`config.mk`:
```
export PLATFORM = sky130hd
export DESIGN_NAME = mem_bus_arbiter
export DESIGN_NICKNAME = d
export VERILOG_FILES = /design/src/rtl/mem_bus_arbiter.sv
export SDC_FILE = /design/constraint.sdc
export NUM_CORES = 1
export LEC_CHECK = 0
export ABC_AREA = 1
export ABC_CLOCK_PERIOD_IN_PS = 1400
export CORE_UTILIZATION = 41
export CTS_BUF_LIST = sky130_fd_sc_hd__clkbuf_4
export CTS_CLUSTER_DIAMETER = 150
export DETAILED_ROUTE_END_ITERATION = 8
export PLACE_DENSITY = 0.78
export SYNTH_ARGS = -nofsm -noshare
export SYNTH_HDL_FRONTEND = slang
export SYNTH_SLANG_ARGS = --single-unit
```
`constraint.sdc`:
```
create_clock -name clk -period 1.4 [get_ports clk]
set_input_delay 0.14 -clock clk [delete_from_list [all_inputs] [get_ports clk]]
set_output_delay 0.14 -clock clk [all_outputs]
set_load 0.03 [all_outputs]
```
`src/rtl/mem_bus_arbiter.sv`:
```
// Shares one single-port RAM between the cpu (fixed timing, always wins) and port B (cycle stealing).
// Define MEM_ARB_MMIO_EN to add the led_out/sw_in I/O registers in the addr[8]=1 space.
module mem_bus_arbiter #(
   parameter int RAM_AW       = 8,
   parameter int DATA_W       = 16,
   parameter int STARVE_LIMIT = 15
) (
   input  logic              clk,
   input  logic              reset,
   input  logic [1:0]        cpu_mem_cmd,
   input  logic [RAM_AW:0]   cpu_mem_addr,
   input  logic [DATA_W-1:0] cpu_wdata,
   output logic [DATA_W-1:0] cpu_rdata,
   input  logic              b_req,
   input  logic              b_we,
   input  logic [RAM_AW:0]   b_addr,
   input  logic [DATA_W-1:0] b_wdata,
   output logic              b_busy,
   output logic              b_ack,
   output logic [DATA_W-1:0] b_rdata,
   output logic              starve,
   output logic [RAM_AW-1:0] ram_addr,
   output logic              ram_we,
   output logic [DATA_W-1:0] ram_wdata,
   input  logic [DATA_W-1:0] ram_rdata
`ifdef MEM_ARB_MMIO_EN
   ,
   output logic [7:0]        led_out,
   input  logic [7:0]        sw_in
`endif
);

   localparam logic [1:0] CMD_READ  = 2'b01;
   localparam logic [1:0] CMD_WRITE = 2'b10;

   typedef enum logic [1:0] {
      ST_IDLE,
      ST_PEND,
      ST_RDWAIT,
      ST_ACK
   } state_t;

   state_t            state_q, state_d;
   logic              hold_we_q, hold_we_d;
   logic [RAM_AW:0]   hold_addr_q, hold_addr_d;
   logic [DATA_W-1:0] hold_wdata_q, hold_wdata_d;
   logic [3:0]        cnt_q, cnt_d;
   logic [DATA_W-1:0] b_rdata_q, b_rdata_d;
   logic [RAM_AW-1:0] ram_addr_q;
   logic [DATA_W-1:0] ram_wdata_q;

   logic              cpu_act;
   logic              cpu_wr;
   logic              b_grant;
   logic [DATA_W-1:0] cpu_io_rdata;
   logic [DATA_W-1:0] b_io_rdata;

   assign cpu_act = (cpu_mem_cmd == CMD_READ) || (cpu_mem_cmd == CMD_WRITE);
   assign cpu_wr  = (cpu_mem_cmd == CMD_WRITE);
   // Port B only reaches the RAM in a PEND cycle the cpu leaves idle.
   assign b_grant = (state_q == ST_PEND) && !cpu_act;

`ifdef MEM_ARB_MMIO_EN
   localparam logic [RAM_AW:0] LED_ADDR = (RAM_AW+1)'(9'h100);
   localparam logic [RAM_AW:0] SW_ADDR  = (RAM_AW+1)'(9'h140);

   logic [7:0] led_q, led_d;

   function automatic logic [DATA_W-1:0] io_read(input logic [RAM_AW:0] addr,
                                                 input logic [7:0]   sw);
      return (addr == SW_ADDR) ? {{(DATA_W-8){1'b0}}, sw} : '0;
   endfunction

   assign cpu_io_rdata = io_read(cpu_mem_addr, sw_in);
   assign b_io_rdata   = io_read(hold_addr_q, sw_in);
   assign led_out      = led_q;

   always_comb begin
      led_d = led_q;
      if (cpu_wr && (cpu_mem_addr == LED_ADDR)) begin
         led_d = cpu_wdata[7:0];
      end else if (b_grant && hold_we_q && (hold_addr_q == LED_ADDR)) begin
         led_d = hold_wdata_q[7:0];
      end
   end

   always_ff @(posedge clk) begin
      if (reset) begin
         led_q <= 8'h00;
      end else begin
         led_q <= led_d;
      end
   end
`else
   assign cpu_io_rdata = '0;
   assign b_io_rdata   = '0;
`endif

   assign cpu_rdata = cpu_mem_addr[RAM_AW] ? cpu_io_rdata : ram_rdata;

   // RAM port mux; an idle bus keeps presenting the last driven address/data.
   always_comb begin
      ram_addr  = ram_addr_q;
      ram_wdata = ram_wdata_q;
      ram_we    = 1'b0;
      if (cpu_act) begin
         ram_addr  = cpu_mem_addr[RAM_AW-1:0];
         ram_wdata = cpu_wdata;
         ram_we    = cpu_wr && !cpu_mem_addr[RAM_AW];
      end else if (b_grant) begin
         ram_addr  = hold_addr_q[RAM_AW-1:0];
         ram_wdata = hold_wdata_q;
         ram_we    = hold_we_q && !hold_addr_q[RAM_AW];
      end
   end

   always_comb begin
      state_d      = state_q;
      hold_we_d    = hold_we_q;
      hold_addr_d  = hold_addr_q;
      hold_wdata_d = hold_wdata_q;
      cnt_d        = cnt_q;
      b_rdata_d    = b_rdata_q;
      case (state_q)
         ST_IDLE: begin
            if (b_req) begin
               hold_we_d    = b_we;
               hold_addr_d  = b_addr;
               hold_wdata_d = b_wdata;
               state_d      = ST_PEND;
            end
         end
         ST_PEND: begin
            if (!cpu_act) begin
               state_d = hold_we_q ? ST_ACK : ST_RDWAIT;
            end else if (cnt_q != 4'hF) begin
               cnt_d = cnt_q + 4'd1;
            end
         end
         ST_RDWAIT: begin
            // RAM data here answers the address driven in the granted PEND cycle.
            b_rdata_d = hold_addr_q[RAM_AW] ? b_io_rdata : ram_rdata;
            state_d   = ST_ACK;
         end
         ST_ACK: begin
            cnt_d   = 4'd0;
            state_d = ST_IDLE;
         end
         default: begin
            state_d = ST_IDLE;
         end
      endcase
   end

   always_ff @(posedge clk) begin
      if (reset) begin
         state_q      <= ST_IDLE;
         hold_we_q    <= 1'b0;
         hold_addr_q  <= '0;
         hold_wdata_q <= '0;
         cnt_q        <= 4'd0;
         b_rdata_q    <= '0;
         ram_addr_q   <= '0;
         ram_wdata_q  <= '0;
      end else begin
         state_q      <= state_d;
         hold_we_q    <= hold_we_d;
         hold_addr_q  <= hold_addr_d;
         hold_wdata_q <= hold_wdata_d;
         cnt_q        <= cnt_d;
         b_rdata_q    <= b_rdata_d;
         ram_addr_q   <= ram_addr;
         ram_wdata_q  <= ram_wdata;
      end
   end

   assign b_busy  = (state_q == ST_PEND) || (state_q == ST_RDWAIT);
   assign b_ack   = (state_q == ST_ACK);
   assign b_rdata = b_rdata_q;
   assign starve  = (cnt_q == 4'(STARVE_LIMIT));

endmodule

```
# Word level (Yosys, flattened, before mapping)
# Cells that the tools add are included.
# word_totals
register_bits	72
input_bits	72
out_inout_bits	60
elab_cells	48
# op_classes
n_addsub	1
eq_ne	11
muxes	15
reduce_logical	13
# ops
cell	n
$mux W16	4
$mux W8	2
$mux W4	2
$ne A2 B2 Y1 const B	4
$pmux W2 S4	1
$pmux W4 S2	1
$eq A2 B2 Y1 const B	3
$add A4 B1 Y4 const B	1
$eq A2 B1 Y1 const B	2
$eq A4 B4 Y1 const B	1
$mux W2	2
$ne A4 B4 Y1 const B	1
$reduce_and A2 Y1	2
$logic_and A1 B1 Y1	3
$logic_not A1 Y1	3
$mux W1	3
$reduce_and A3 Y1	1
$logic_not A2 Y1	1
$logic_or A1 B1 Y1	2
$reduce_bool A2 Y1	1

# Logic depth before layout (Yosys ltp)
# Gate-level depths: netlist of the first run.
# logic_depth
depth_word	6
depth_mapped	10
mapped_depth_nobuf	9

# Worst setup path before layout of the first run
# OpenSTA, ideal clock, no wires.
# synth_path
kind	flip-flop to output port
start	register state_q[1]
end	output ram_we
t_arrival_ps	1580
required_time_ps	1260
slack_ps	-320
path_stages_with_launch	6
n_path_buf	1
path_cell_list	dfxtp_1 inv_1 ha_1 buf_6 nand2_1 o32ai_1
# synth_between
elab_chain_cells	4
# synth_rtl
item	line_no	source
start, declared	43	state_t state_q, state_d;
start signal, assigned	166	state_q <= state_d;
$eq A2 B1 Y1	61	assign b_grant = (state_q == ST_PEND) && !cpu_act;
$logic_and A1 B1 Y1	61	
$mux W1	110	end else if (b_grant) begin
$mux W1	106	if (cpu_act) begin
end, declared	23	output logic ram_we,
# No other way between the ends.

# Final worst setup path of the first run
# layout_path
start	register state_q[1]
end	output ram_wdata[15]
# layout_between
elab_chain_cells	4
# layout_rtl
item	line_no	source
$eq A2 B1 Y1	61	
$logic_and A1 B1 Y1	61	
$mux W16	110	
$mux W16	106	
end, declared	24	output logic [DATA_W-1:0] ram_wdata,
# No other way between the ends.

==> results.toml, run 1 <==
[status]
run_status = "finished with violations"
violations = "negative setup slack"

[critical_path]
critical_path.startpoint_type = "register"
crit_path_end_kind = "primary output"
critPathMaxFanout = 13
worst-setup-path-type = "reg2out"
required_ns = 1.26
critPathArrivalTime_ns = 1.70

[placed_design]
placement.setup.worst_slack_ns = -0.465
numPortBuffers = 131
routabilityCongestion = 0.747
hpwl_detailed_um = 7050

[finish]
design.final.nets = 737
insertedDiodeCount = 0
drive_gt1_share_pct = 39.1
area_delta_synth_final_pct = 63.0

[floorplan]
design.die.area_um2 = 8980
placeableCoreArea_um2 = 8260
die_w_um = 94.8
die-height_um = 94.8
num_rows = 33
initial_standard_cell_utilization_of_the_core_pct = 42.7
ioPinCount = 132

[power]
totalPowerFinal_mw = 9.61
swShare_pct = 40.6
power.internal_mw = 5.70
leakagePower_nw = 2.54
power_frac_clock_pct = 19.5
switching_power_mw = 3.90
pwr-share-comb_pct = 51.9
power_density_nw_per_um2 = 1670
seqPwrFrac_pct = 28.7
power.ir.vdd_worst_uv = 1130

[synthesis]
postSynthAreaPerCell_um2 = 7.45
number_of_different_library_cells_in_the_post_synthesis_netlist = 27
synth_xor_xnor_area_share_pct = 0
synth-seq-area-share_pct = 40.8
synthAdderAreaFrac_pct = 2.48
synth-compound-area-share_pct = 19.3
synth.largest_area_cell = "sky130_fd_sc_hd__dfxtp_1"
async_reset_ff_share_pct = 0
syn_area_um2 = 3530
yosysTopAreaCellShare_pct = 40.8
syn_nets = 553
yosys-mux-area-fraction_pct = 0
netlist_top_cells_area = "sky130_fd_sc_hd__dfxtp_1, sky130_fd_sc_hd__nor2_1, sky130_fd_sc_hd__nor2_2, sky130_fd_sc_hd__nand2_1, sky130_fd_sc_hd__inv_1"
post_synth_simple_gate_area_pct = 25.7
synth-main-ff-cell = "sky130_fd_sc_hd__dfxtp_1"
synth-seq-cells = 72
synth_top_family_by_area = "simple AND/OR/NAND/NOR gates"
synth.most_common_cell = "sky130_fd_sc_hd__nor2_1"
gate_count_after_technology_mapping = 474
synth.top_cells.by_count = "sky130_fd_sc_hd__nor2_1, sky130_fd_sc_hd__dfxtp_1, sky130_fd_sc_hd__nand2_1"
synth_edf_count = 0
syn_warnings = 0

[route]
drt_wl_total_um = 10400
wire_per_inst_um = 13.6
routed-via-count = 3671
route.antenna.remaining_nets = 0
detailedRoute.firstPassIterationCount = 4
drt_first_iter_violations = 113
post-route-drc-count = 0
via_per_inst = 4.78

[min_path]
min-delay-path-class = "in2reg"

[cts]
clk_pin_slew_ns = 0.13
cts_max_path_buffers = 2
tritoncts_clock_tree = "yes"
insertion_delay_ns = 0.43
cts_made_buffers = 9
ctsRootBufferMaster = "sky130_fd_sc_hd__clkbuf_4"
post_cts_hold_buffer_count = 0
htree_levels = 3
clock_sink_count = 72

[sta]
period_minus_slack_ns = 1.84
fin_skew_ns = 0.0138
setup_ws_ns = -0.441
maxSlewViolCount = 0
finalHoldViolCount = 0
rsz0062_at_grt = "yes"
max_freq_mhz = 543
timing.hold.ws_ns = 0.163
setup_viol_count_final = 27
timing.slew.headroom_pct = 76.3
transition_time_at_the_pin_with_the_least_slew_margin_ns = 0.356
final.period_utilization_pct = 131

[global_route]
grt_first_pass_wirelength_um = 16000
globalRoute.totalOverflow = 0
globalRouteTotalUtil_pct = 22.9
grt_max_degree = 29
antenna_found_initial = 0
first_global_vias = 3541

[flow_run]
maxCapViolCount = 0
==> final timing paths <==
check                  from                to  slack (ns)  depth (start not counted)
max reg2reg      state_q[1]  hold_wdata_q[15]        0.04                          8
max              state_q[1]     ram_wdata[15]       -0.44                          8
min                   reset   ram_wdata_q[12]        0.16                          3
min reg2reg  hold_addr_q[7]    hold_addr_q[7]        0.50                          2
==> what timing repair did <==
item / in CTS / in global routing
gates cloned: 2 / 2
resized for setup: 54 / 27
pin swaps: 3 / 6
endpoints found under the setup margin: 82 / 64
endpoints found under the hold margin: 0 / 0
setup buffers: 2 / 8
==> state kept, by name, summed over array words and instances, names as in the netlist <==
signal	cells
hold_we_q	1
state_q	2
cnt_q	4
ram_addr_q	8
hold_addr_q	9
b_rdata	16
hold_wdata_q	16
ram_wdata_q	16
==> layer usage <==
layer	global-route usage (%)	vias to the layer above	part of all wire [%]	wire length (um)
met3	7.57	12	7.3	763
met1	26.8	1666	42	4340
met4	6.82	0	1.3	136
met5	0	-	0	0
li1	-	1861	-	-
met2	39.6	132	50	5180
==> layout by cell type, fill, tap and decap left out, types with 16 or more instances in the layout <==
| master | synthesis | routed |
|---|---|---|
| sky130_fd_sc_hd__o21ai_0 | 27 | 25 |
| sky130_fd_sc_hd__nor2_1 | 93 | 92 |
| sky130_fd_sc_hd__a21oi_2 | 20 | 20 |
| sky130_fd_sc_hd__inv_1 | 56 | 53 |
| sky130_fd_sc_hd__nor2_2 | 41 | 41 |
| sky130_fd_sc_hd__dfxtp_1 | 72 | 68 |
| sky130_fd_sc_hd__buf_6 | 4 | 16 |
| sky130_fd_sc_hd__o21ai_2 | 20 | 16 |
| sky130_fd_sc_hd__nand2_1 | 64 | 41 |
| sky130_fd_sc_hd__clkdlybuf4s50_1 | 0 | 70 |
| sky130_fd_sc_hd__buf_4 | 4 | 89 |
| sky130_fd_sc_hd__nand2_2 | 2 | 22 |
==> critical path, cell delays in order, from the launching register on <==
cell	delay, ns
sky130_fd_sc_hd__dfxtp_2	0.35
sky130_fd_sc_hd__inv_2	0.07
sky130_fd_sc_hd__ha_4	0.23
sky130_fd_sc_hd__inv_8	0.09
sky130_fd_sc_hd__nor2_2	0.09
sky130_fd_sc_hd__nor2_1	0.05
sky130_fd_sc_hd__o21ai_1	0.13
sky130_fd_sc_hd__nand2_1	0.09
sky130_fd_sc_hd__buf_4	0.18
==> cells by family after synthesis <==
family | Yosys count
AO/OA/AOI/OAI | 101
AND/OR/NAND/NOR | 208
adder cells (fa/ha/maj) | 7
buffers and inverters | 86
flip-flops | 72
==> power by group through the flow <==
stage,registers [mW],logic [mW],clock network (mW)
2_1_floorplan,2.89,2.72,0
3_3_place_gp,2.75,4.24,0
3_5_place_dp,2.77,4.34,0
4_1_cts,2.74,4.67,1.89
5_1_grt,2.80,5.39,1.98
6_report,2.75,4.98,1.87
==> metrics by stage <==
stage	setup TNS, ns	instance area (um2)	util [%]	instances
global placement	-21.20	5180	62.7	738
global route	-12.86	5750	69.7	768
floorplan	0	3600	-	474
finish	-9.65	5750	69.7	768
detailed placement	-22.72	5180	62.7	738
CTS	-9.77	5590	67.7	758
==> cell type report <==
cell class	count	area [um2]
clock buffer	9	67.6
clock inverter	7	144
fill	664	2500
inverter	60	244
multi-input combinational	316	1920
sequential	72	1450
tap	105	131
timing repair buffer	198	1790
timing repair inverter	1	8.76
(Power assumes the default switching activity.)
==> run 2, diff against run 1 <==
Settings changed: CAP_MARGIN set to 25, REMOVE_ABC_BUFFERS set to 1.
==> run 2 against run 1 <==
Compared with the run above:
- final cell count is 1.3% lower
- sequential power is essentially flat
- hold slack improved by 0.058 ns
- wire length is 8.2% lower
- utilization shrank 2.8 points
- setup slack improved by 0.060 ns
- largest power group unchanged
- register-to-register slack worse by 0.05 ns
- critical path depth down 2
- largest cell class unchanged
- fmax rose by 3.4%
- global-route usage shrank 0.90 points
- the flow still finishes with violations (negative setup slack)
==> results.toml, run 2 (same netlist as run 1, synthesis figures left out) <==
[cts]
ctsRootBufferMaster = "sky130_fd_sc_hd__clkbuf_4"
cts_max_path_buffers = 2
tritoncts_clock_tree = "yes"
post_cts_hold_buffer_count = 0
clock_sink_count = 72
cts_made_buffers = 9
clk_pin_slew_ns = 0.11
htree_levels = 3
insertion_delay_ns = 0.40

[status]
run_status = "finished with violations"
violations = "negative setup slack"

[global_route]
grt_max_degree = 29
global_route.usage.met3_pct = 5.56
antenna_found_initial = 0
first_global_vias = 3474
use_met1_pct = 25.6
globalRoute.totalOverflow = 0
globalRouteTotalUtil_pct = 22.0
grt_first_pass_wirelength_um = 15400
grt.busiest_layer = "met2"
met2_usage_pct = 38.7

[power]
leakagePower_nw = 2.49
totalPowerFinal_mw = 8.59
power_density_nw_per_um2 = 1560
power.ir.vdd_worst_uv = 826

[finish]
n_fill_cell = 693
layout.cells.most_common = "sky130_fd_sc_hd__nor2_1"
drive_gt1_share_pct = 35.5
layout_common_cells = "sky130_fd_sc_hd__nor2_1, sky130_fd_sc_hd__buf_4, sky130_fd_sc_hd__dfxtp_1, sky130_fd_sc_hd__clkdlybuf4s50_1, sky130_fd_sc_hd__nand2_1"
area_delta_synth_final_pct = 56.5
design.final.nets = 728
insertedDiodeCount = 0
post-route-cell-area_um2 = 5530

[route]
routed-via-count = 3566
drt_first_iter_violations = 70
route.antenna.remaining_nets = 0
detailedRoute.firstPassIterationCount = 4
post-route-drc-count = 0
via_per_inst = 4.70
drt_wl_total_um = 9560
wire_per_inst_um = 12.6

[critical_path]
critPathArrivalTime_ns = 1.64
required_ns = 1.26
path_cells = "inv_2, ha_4, buf_12, o21ai_2, nand2_1, buf_4"
crit_path_end_kind = "primary output"
worst_r2r_path_depth = 9
path_delay_family = "buffers and inverters"
critPathMaxFanout = 19
cpMaxStageDelayCell = "sky130_fd_sc_hd__dfxtp_2"
critical_path.startpoint_type = "register"
delay_of_the_slowest_cell_on_the_worst_path_ns = 0.35
crit_buf_inv = 3
cp_depth = 6
worst-setup-path-type = "reg2out"

[sta]
max_freq_mhz = 561
setup_ws_ns = -0.381
timing.slew.headroom_pct = 76.8
period_minus_slack_ns = 1.78
fin_skew_ns = 0.0227
transition_time_at_the_pin_with_the_least_slew_margin_ns = 0.348
setup_viol_count_final = 29
final.period_utilization_pct = 127
rsz0062_at_grt = "yes"
finalHoldViolCount = 0
maxSlewViolCount = 0

[placed_design]
post_detailed_placement_cell_area_um2 = 5080
hpwl_detailed_um = 6460
routabilityCongestion = 0.778
numPortBuffers = 131

[floorplan]
die-height_um = 94.8
num_rows = 33
design.die.area_um2 = 8980
die_w_um = 94.8
placeableCoreArea_um2 = 8260
ioPinCount = 132
initial_standard_cell_utilization_of_the_core_pct = 42.7

[flow_run]
maxCapViolCount = 0

[min_path]
min-delay-path-class = "in2reg"
hold-path-cell-count = 3
[run 2: path summary, 6_finish.rpt]
check	start	endpoint	slack, ns
worst min register to register	hold_wdata_q[10]	hold_wdata_q[10]	0.51
worst max register to register	state_q[1]	cnt_q[3]	-0.01
worst max-delay path	state_q[1]	ram_wdata[10]	-0.38
worst min-delay path	reset	ram_addr_q[5]	0.22
[run 2: per-layer routing]
metal  wire length (um)  vias up
met5                  0        -
met4                142        0
met3                782       12
met2               4520      125
met1               4120     1594
li1                   -     1835
[run 2: cell type report]
type                    count  area [um2]  area share [%]
multi-input cells         316        1840            33.2
inverters                  60         246            4.46
repair buffers            189        1740            31.6
repair inverters            1        11.3           0.204
clock buffers              13        97.6            1.77
flip-flops and latches     72        1450            26.3
well taps                 105         131            2.38
clock inverters             2        7.51           0.136
[run 2: power by group]
group          switching [mW]  internal, mW  leakage [nW]
sequential              0.247          2.49         0.595
clock                   0.677         0.428        0.0629
combinational            2.72          2.04          1.83
[run 2: timing repair]
action,CTS,global route
setup buffers,7,3
setup endpoints to repair,56,68
gates cloned,3,0
pin swaps,3,7
resized for setup,55,23
[run 2: metrics by stage]
stage	worst slack (ns)	TNS, ns	std cells	hold WS (ns)	utilization (%)
2_1_floorplan	-1.18	-49.03	448	0.202	-
3_3_place_gp	-0.432	-18.93	732	0.465	61.5
3_5_place_dp	-0.437	-19.59	732	0.474	61.5
4_1_cts	-0.395	-9.38	757	0.205	65.8
5_1_grt	-0.465	-11.27	758	0.223	66.9
6_report	-0.381	-8.59	758	0.221	66.9
[run 2: worst min-delay path, delay by kind of cell]
| kind | cells | cell delay [ns] |
|---|---|---|
| AOI/OAI and AO/OA | 1 | 0.05 |
| buffers and inverters | 2 | 0.39 |
